===== src/rtl/cache_port_arbiter.sv =====
// Two-port round-robin arbiter sharing one cache controller between CPU-side requesters.
// Holds controller request/address/data registered and stable for the whole transaction.
module cache_port_arbiter #(
   parameter int ADDR_W  = 32,
   parameter int DATA_W  = 64,
   parameter int TIMEOUT = 255
) (
   input  logic              clk,
   input  logic              rst_n,
   input  logic              p0_read,
   input  logic              p0_write,
   input  logic [ADDR_W-1:0] p0_addr,
   input  logic [DATA_W-1:0] p0_wdata,
   output logic [DATA_W-1:0] p0_rdata,
   output logic              p0_done,
   input  logic              p1_read,
   input  logic              p1_write,
   input  logic [ADDR_W-1:0] p1_addr,
   input  logic [DATA_W-1:0] p1_wdata,
   output logic [DATA_W-1:0] p1_rdata,
   output logic              p1_done,
   output logic              read_req,
   output logic              write_req,
   output logic [ADDR_W-1:0] cpu_address,
   output logic [DATA_W-1:0] cpu_write_data,
   input  logic              done,
   input  logic [DATA_W-1:0] cpu_read_data,
   output logic              grant,
   output logic              busy,
   output logic              timeout_err,
   output logic [1:0]        dbg_state
);

   typedef enum logic [1:0] {
      IDLE = 2'd0,
      BUSY = 2'd1,
      RESP = 2'd2
   } state_t;

   localparam logic [7:0] TIMEOUT_C = 8'(TIMEOUT);

   // Handshake: a port holds read/write level until its one-cycle pN_done, then drops it
   // during that done cycle; the controller sees requests until its done strobe.
   state_t              state_q, state_d;
   logic                last_grant_q, last_grant_d;
   logic                grant_q, grant_d;
   logic                busy_q, busy_d;
   logic                read_req_q, read_req_d;
   logic                write_req_q, write_req_d;
   logic [ADDR_W-1:0]   cpu_address_q, cpu_address_d;
   logic [DATA_W-1:0]   cpu_write_data_q, cpu_write_data_d;
   logic [DATA_W-1:0]   p0_rdata_q, p0_rdata_d;
   logic [DATA_W-1:0]   p1_rdata_q, p1_rdata_d;
   logic                p0_done_q, p0_done_d;
   logic                p1_done_q, p1_done_d;
   logic [7:0]          cnt_q, cnt_d;
   logic                timeout_err_q, timeout_err_d;

   logic p0_req, p1_req, pick;

   assign p0_req = p0_read | p0_write;
   assign p1_req = p1_read | p1_write;

   always_comb begin
      state_d          = state_q;
      last_grant_d     = last_grant_q;
      grant_d          = grant_q;
      busy_d           = busy_q;
      read_req_d       = read_req_q;
      write_req_d      = write_req_q;
      cpu_address_d    = cpu_address_q;
      cpu_write_data_d = cpu_write_data_q;
      p0_rdata_d       = p0_rdata_q;
      p1_rdata_d       = p1_rdata_q;
      p0_done_d        = p0_done_q;
      p1_done_d        = p1_done_q;
      cnt_d            = cnt_q;
      timeout_err_d    = timeout_err_q;
      pick             = 1'b0;

      case (state_q)
         IDLE: begin
            if (p0_req || p1_req) begin
               // On a tie the port that did not win last time goes next.
               pick         = (p0_req && p1_req) ? ~last_grant_q : p1_req;
               grant_d      = pick;
               last_grant_d = pick;
               busy_d       = 1'b1;
               cnt_d        = 8'd0;
               state_d      = BUSY;
               if (pick) begin
                  read_req_d       = p1_read & ~p1_write;
                  write_req_d      = p1_write;
                  cpu_address_d    = p1_addr;
                  cpu_write_data_d = p1_wdata;
               end else begin
                  read_req_d       = p0_read & ~p0_write;
                  write_req_d      = p0_write;
                  cpu_address_d    = p0_addr;
                  cpu_write_data_d = p0_wdata;
               end
            end
         end

         BUSY: begin
            if (done) begin
               if (read_req_q) begin
                  if (grant_q) p1_rdata_d = cpu_read_data;
                  else         p0_rdata_d = cpu_read_data;
               end
               read_req_d  = 1'b0;
               write_req_d = 1'b0;
               p0_done_d   = ~grant_q;
               p1_done_d   = grant_q;
               state_d     = RESP;
            end else begin
               if (cnt_q != 8'hFF) cnt_d = cnt_q + 8'd1;
               if (cnt_d >= TIMEOUT_C) timeout_err_d = 1'b1;
            end
         end

         RESP: begin
            p0_done_d = 1'b0;
            p1_done_d = 1'b0;
            busy_d    = 1'b0;
            state_d   = IDLE;
         end

         default: begin
            state_d = IDLE;
         end
      endcase
   end

   always_ff @(posedge clk or negedge rst_n) begin
      if (!rst_n) begin
         state_q          <= IDLE;
         last_grant_q     <= 1'b1;
         grant_q          <= 1'b0;
         busy_q           <= 1'b0;
         read_req_q       <= 1'b0;
         write_req_q      <= 1'b0;
         cpu_address_q    <= '0;
         cpu_write_data_q <= '0;
         p0_rdata_q       <= '0;
         p1_rdata_q       <= '0;
         p0_done_q        <= 1'b0;
         p1_done_q        <= 1'b0;
         cnt_q            <= 8'd0;
         timeout_err_q    <= 1'b0;
      end else begin
         state_q          <= state_d;
         last_grant_q     <= last_grant_d;
         grant_q          <= grant_d;
         busy_q           <= busy_d;
         read_req_q       <= read_req_d;
         write_req_q      <= write_req_d;
         cpu_address_q    <= cpu_address_d;
         cpu_write_data_q <= cpu_write_data_d;
         p0_rdata_q       <= p0_rdata_d;
         p1_rdata_q       <= p1_rdata_d;
         p0_done_q        <= p0_done_d;
         p1_done_q        <= p1_done_d;
         cnt_q            <= cnt_d;
         timeout_err_q    <= timeout_err_d;
      end
   end

   assign p0_rdata       = p0_rdata_q;
   assign p1_rdata       = p1_rdata_q;
   assign p0_done        = p0_done_q;
   assign p1_done        = p1_done_q;
   assign read_req       = read_req_q;
   assign write_req      = write_req_q;
   assign cpu_address    = cpu_address_q;
   assign cpu_write_data = cpu_write_data_q;
   assign grant          = grant_q;
   assign busy           = busy_q;
   assign timeout_err    = timeout_err_q;
   assign dbg_state      = state_q;

endmodule


===== config.mk =====
export PLATFORM = sky130hd
export DESIGN_NAME = cache_port_arbiter
export DESIGN_NICKNAME = d
export VERILOG_FILES = /design/src/rtl/cache_port_arbiter.sv
export SDC_FILE = /design/constraint.sdc
export NUM_CORES = 1
export LEC_CHECK = 0
export CORE_AREA = 2 2 192 194
export DETAILED_ROUTE_END_ITERATION = 10
export DIE_AREA = 0 0 194 196
export GPL_ROUTABILITY_DRIVEN = 0
export GPL_TIMING_DRIVEN = 0
export SYNTH_ARGS = -nofsm -noshare
export SYNTH_HDL_FRONTEND = slang
export SYNTH_SLANG_ARGS = --single-unit

===== constraint.sdc =====
create_clock -name clk -period 2.8 [get_ports clk]
set_clock_uncertainty 0.05 [all_clocks]
set_input_delay 0.56 -clock clk [delete_from_list [all_inputs] [get_ports clk]]
set_output_delay 0.56 -clock clk [all_outputs]
set_load 0.02 [all_outputs]

==> results of run 1 <==
## repair_timing
action	CTS	global route
hold endpoints to repair	25	0
gates resized for setup	0	0
hold buffers	1	0
## cell families after synthesis
logic type / after synthesis / synth area share, %
compound gates: 120 / 6.02
xor+xnor: 1 / 0.0845
fa+ha+maj: 1 / 0.121
buf+inv: 51 / 3.32
flops: 242 / 58.4
mux: 228 / 25.7
simple gates: 146 / 6.30
## stage by stage
stage / setup slack (ns) / area [um^2] / setup TNS, ns
finish: 0.300 / 17000 / 0
global route: 0.0263 / 17000 / 0
CTS: 0.141 / 17000 / 0
detailed placement: -0.448 / 16000 / -24.82
global placement: -9.69 / 15900 / -2360.29
floorplan: 0.850 / 10400 / 0
## power breakdown
group	internal, mW	total (mW)	switching (mW)
clock network	2.57	4.05	1.48
logic	4.74	9.55	4.80
registers	5.15	6.09	0.940
total	12.5	19.7	7.22
## per-layer routing
layer / wire length [um] / share of wire, % / track usage [%]
met5: 0 / 0 / 0
met4: 734 / 2.0 / 6.00
met3: 3240 / 9.0 / 6.00
met2: 18000 / 50 / 32.4
met1: 14100 / 39 / 21.4
## worst max path at each step
| stage | start | to | slack, ns | cells after the start |
|---|---|---|---|---|
| finish | p1_write | cpu_write_data[22] | 0.30 | 8 |
| global placement | rst_n | cpu_write_data[3] | -9.69 | 1 |
| detailed placement | p1_write | cpu_write_data[63] | -0.45 | 6 |
| floorplan | dbg_state[0] | p0_rdata[3] | 0.85 | 8 |
| CTS | p1_write | cpu_write_data[62] | 0.14 | 6 |
| global route | p1_write | cpu_write_data[60] | 0.03 | 6 |
## sequential cells by signal (all words and copies together) (netlist names)
name and cells:
p0_rdata 64, cpu_write_data 64, timeout_err 1, write_req 1
p1_done 1, p1_rdata 64, grant 1, cpu_address 32
cnt_q 8, read_req 1, last_grant_q 1, busy 1
dbg_state 2, p0_done 1
## area by class of cell
class | count | area [um^2]
Multi-Input combinational cell | 496 | 3970
Clock inverter | 12 | 221
Timing Repair Buffer | 498 | 5020
Clock buffer | 40 | 816
Sequential cell | 242 | 6060
Tap cell | 468 | 586
Antenna cell | 7 | 17.5
Fill cell | 3346 | 19100
Inverter | 4 | 16.3
Buffer | 47 | 328
## cell usage after synthesis, types with 2 or more instances
cell | count | share of area (%)
o21ai_0 | 106 | 5.1
dfrtp_1 | 241 | 58
buf_6 | 12 | 1.3
nand2_1 | 104 | 3.8
nor4_1 | 2 | 0.12
mux2_1 | 19 | 2.1
mux2_4 | 60 | 8.7
nor2_1 | 9 | 0.33
mux2_2 | 49 | 5.3
and3_1 | 2 | 0.12
a31oi_1 | 3 | 0.18
inv_1 | 3 | 0.11
buf_2 | 13 | 0.63
nand4_1 | 2 | 0.12
nand3_1 | 6 | 0.29
buf_4 | 12 | 0.87
mux2i_1 | 100 | 9.7
a21oi_1 | 6 | 0.29
nand2b_1 | 3 | 0.18
nor3_1 | 7 | 0.34
or3_1 | 2 | 0.12
clkbuf_1 | 10 | 0.36
## critical path: stages
cell and delay, ns:
clkdlybuf4s50_1 0.45, nor4_1 0.53, or3_1 0.27, buf_2 0.29, buf_4 0.28, buf_2 0.32
nand2_1 0.08, o21ai_0 0.09
## cell usage in the layout (no fill, tap or decap), drive strengths merged, types with 3 or more instances in the layout
master,instances
clkdlybuf4s50,494
dfrtp,241
mux2,128
o21ai,106
nand2,105
mux2i,100
clkbuf,50
buf,40
nor2,10
diode,7
nor3,7
clkinv,7
nand3,7
a21oi,6
bufinv,6
inv,3
nand2b,3
a31oi,3
==> impl_metrics.csv, run 1 <==
group,metric,value,unit
grt,grtUsageTotal,18.5,%
floorplanning,die-area,38000,um^2
timing,min_period,2.50,ns
yosys,ys_seq_elements,242,
yosys,ys_seq_area_share,58.4,%
status,outcome,"completed",
detailed_routing,dr.first_iter.drc_count,151,
finish,area_delta_synth_final,64.3,%
finish,instances_no_fill,1814,
detailed_routing,first_pass_iters,5,
timing,slew_violations,0,
clock_network,cts_root_buffer,"clkbuf_16",
clock_network,clkLatencyLatePin,0.54,ns
pwr,power.density,1160,nW/um^2
finish,utilization,47.2,%
yosys,async_reset_ff_share,100,%
finish,final_layout_size_suffix_gt1_share,15.2,%
floorplanning,fp.dieW,194,um
floorplanning,die_h,196,um
worst_setup_path,r2r_start,"last_grant_q",
yosys,postSynthCellCount,789,
grt,grt_start_max_net_pins,113,
grt,grt_pass1_wl,54400,um
detailed_routing,drc_errors,0,
worst_setup_path,crit_fanout,10,
finish,nets,1581,
clock_network,htree_levels,1,
floorplanning,start_util,28.7,%
worst_setup_path,crit_arrival,2.89,ns
timing,fin_crit_sh,89.3,%
timing,hold_viol_final,0,
clock_network,cts_buffers,28,
detailed_routing,vias,8231,
yosys,synth_edf_count,0,
detailed_routing,totalWireLength,36100,um
floorplanning,core,36100,um^2
grt,grt_pass1_vias,8646,
worst_setup_path,path_class,"primary input to register",
floorplanning,num_rows,70,
placement,io_buffers,495,
floorplanning,ioPinCount,496,
pwr,finalPower,19.7,mW
timing,setup_viol,0,
placement,placed_cells,1754,
detailed_routing,ant_nets,0,
worst_setup_path,r2r-end,"cpu_write_data[1]",
job,max_cap_violations,0,
clock_network,postCtsSetupBuffers,0,
timing,max_freq,400,MHz
detailed_routing,routed_via_density,4.54,
clock_network,cts_tree,"done",
worst_setup_path,reg2reg_setup_slack,0.53,ns
detailed_routing,wl_per_cell,19.9,um
yosys,ys.flop_type,"dfrtp_1",
grt,antenna_found_initial,8,
grt,overflow,0,
min_path,hold_class,"primary input to asynchronous set/reset pin",
timing,tightest_slew,0.929,ns
clock_network,clock_path_buffers,3,
pwr,leakage,7.55,nW
clock_network,clock_sinks,242,
pwr,vdd_drop_max,740,uV
worst_setup_path,reg2reg_depth,7,
yosys,ys_types,40,
yosys,netlist_area,10400,um^2
timing,relSlewSlack,37.6,%
worst_setup_path,setup.worst_path.end_class,"register",
placement,dpl.hpwl,28300,um
yosys,synth_nets,1053,
yosys,ys_warn_count,0,
worst_setup_path,crit_required,3.19,ns
timing,whs,0.400,ns
clock_network,clk_pin_slew_worst_paths,0.06,ns
yosys,postSynthAreaPerCell,13.1,um^2
worst_setup_path,startpoint_type,"primary input",
timing,rsz0062_at_grt,"no",
Power figures use the tool's default switching activity.
==> inputs of run 2 (changes only) <==
--- a/config.mk
+++ b/config.mk
@@ -10,6 +10,7 @@
 export DIE_AREA = 0 0 194 196
 export GPL_ROUTABILITY_DRIVEN = 0
 export GPL_TIMING_DRIVEN = 0
+export RECOVER_POWER = 50
 export SYNTH_ARGS = -nofsm -noshare
 export SYNTH_HDL_FRONTEND = slang
 export SYNTH_SLANG_ARGS = --single-unit
==> impl_metrics.csv, run 2 (synthesis results as in run 1) <==
group,metric,value,unit
min_path,whs_endpoint,"timeout_err",
clock_network,postCtsSetupBuffers,0,
clock_network,cts_root_buffer,"clkbuf_16",
worst_setup_path,startpoint_type,"register",
floorplanning,die-area,38000,um^2
clock_network,cts-resized-gates,0,
pwr,finalPower,19.3,mW
clock_network,cts_buffers,28,
detailed_routing,routed_via_density,4.53,
pwr,vdd_drop_max,735,uV
worst_setup_path,crit_required,3.16,ns
grt,grtUsageTotal,18.5,%
timing,relSlewSlack,-11.3,%
timing,hold_viol_final,0,
worst_setup_path,r2r-end,"p0_rdata[31]",
worst_setup_path,slowest_stage,"nor2_2",
timing,setup_viol,0,
clock_network,clk_pin_slew_worst_paths,0.06,ns
worst_setup_path,crit_chain,"nand2b_1 > or2_0 > clkinvlp_2 > nand2_2 > nor2_2 > buf_6 > mux2_2",
finish,utilization,46.6,%
min_path,hold_class,"register to register",
timing,tightest_slew,1.67,ns
worst_setup_path,reg2reg_depth,7,
clock_network,clkLatencyLatePin,0.54,ns
finish,final_layout_size_suffix_gt1_share,12.2,%
detailed_routing,dr.first_iter.drc_count,158,
finish,area_delta_synth_final,62.2,%
worst_setup_path,path_delay_family,"simple AND/OR/NAND/NOR gates",
timing,max_freq,394,MHz
timing,rsz0062_at_grt,"no",
finish,nets,1581,
clock_network,cts_tree,"done",
finish,final_cell_mix,"clkdlybuf4s50_1, dfrtp_1, o21ai_0",
detailed_routing,drc_errors,0,
timing,slew_violations,26,
status,violations,"max-capacitance violations, max-slew violations",
worst_setup_path,reg2reg_setup_slack,0.27,ns
grt,overflow,0,
min_path,worstHoldStart,"timeout_err",
grt,grt_start_max_net_pins,113,
detailed_routing,ant_nets,0,
worst_setup_path,crit_path_max_incr_delay,0.57,ns
worst_setup_path,setup.worst_path.end_class,"register",
placement,placed_cells,1754,
grt,grt_pass1_wl,54400,um
placement,dpl.hpwl,28300,um
clock_network,htree_levels,1,
detailed_routing,wl_per_cell,19.8,um
worst_setup_path,crit_fanout,10,
finish,layout_commonest_cell,"clkdlybuf4s50_1",
status,outcome,"finished with violations",
floorplanning,start_util,28.7,%
pwr,leakage,7.38,nW
detailed_routing,vias,8205,
timing,fin_crit_sh,90.5,%
finish,instances_no_fill,1813,
worst_setup_path,crit_arrival,2.90,ns
floorplanning,core,36100,um^2
floorplanning,fp.dieW,194,um
timing,min_period,2.53,ns
timing,setup_slack,0.265,ns
placement,io_buffers,495,
floorplanning,num_rows,70,
grt,antenna_found_initial,8,
detailed_routing,totalWireLength,35900,um
grt,grt_pass1_vias,8646,
clock_network,clock_path_buffers,3,
floorplanning,die_h,196,um
clock_network,clock_sinks,242,
clock_network,holdBufCountCts,1,
placement,dp_slack,-0.448,ns
worst_setup_path,path_class,"register to register",
worst_setup_path,path_buf_inv,2,
pwr,power.density,1150,nW/um^2
worst_setup_path,r2r_start,"dbg_state[1]",
timing,whs,0.411,ns
detailed_routing,first_pass_iters,5,
min_path,holdPathStages,1,
floorplanning,ioPinCount,496,
job,max_cap_violations,1,
run 2: where the power goes:
group	internal [mW]	total [mW]	switching, mW
Clock	2.57	4.05	1.48
Combinational	4.44	9.22	4.79
Sequential	5.15	6.05	0.899
run 2: how the worst max path moves through the flow:
stage	startpoint	end	slack [ns]	cells after the start
floorplan	dbg_state[0]	p0_rdata[3]	0.85	8
global placement	rst_n	cpu_write_data[3]	-9.69	1
detailed placement	p1_write	cpu_write_data[63]	-0.45	6
CTS	p1_write	cpu_write_data[62]	0.14	6
global route	p1_write	cpu_write_data[60]	0.03	6
finish	dbg_state[1]	p0_rdata[31]	0.27	7
run 2: through the flow:
step / TNS [ns] / cell area, um^2
2_1_floorplan: 0 / 10400
3_3_place_gp: -2360.29 / 15900
3_5_place_dp: -24.82 / 16000
4_1_cts: 0 / 17000
5_1_grt: 0 / 16800
6_report: 0 / 16800
run 2: metal layers:
metal	up-vias	part of all wire (%)	GRT usage (%)
li1	3833	-	-
met1	3962	39	21.4
met2	362	50	32.4
met3	48	8.9	6.00
met4	0	2.1	6.00
met5	-	0	0
run 2: worst register-to-register path: stages, from the launching register on:
cell and delay (ns):
dfrtp_1 0.47, nand2b_1 0.22, or2_0 0.28, clkinvlp_2 0.14, nand2_2 0.06, nor2_2 0.57, buf_6 0.27, mux2_2 0.35
run 2: cell type report:
| class | count | area [um^2] |
|---|---|---|
| Antenna cell | 6 | 15.0 |
| Buffer | 47 | 295 |
| Clock buffer | 40 | 816 |
| Clock inverter | 12 | 221 |
| Fill cell | 3393 | 19300 |
| Inverter | 4 | 16.3 |
| Multi-Input combinational cell | 496 | 3800 |
| Sequential cell | 242 | 6060 |
| Tap cell | 468 | 586 |
| Timing Repair Buffer | 498 | 5010 |
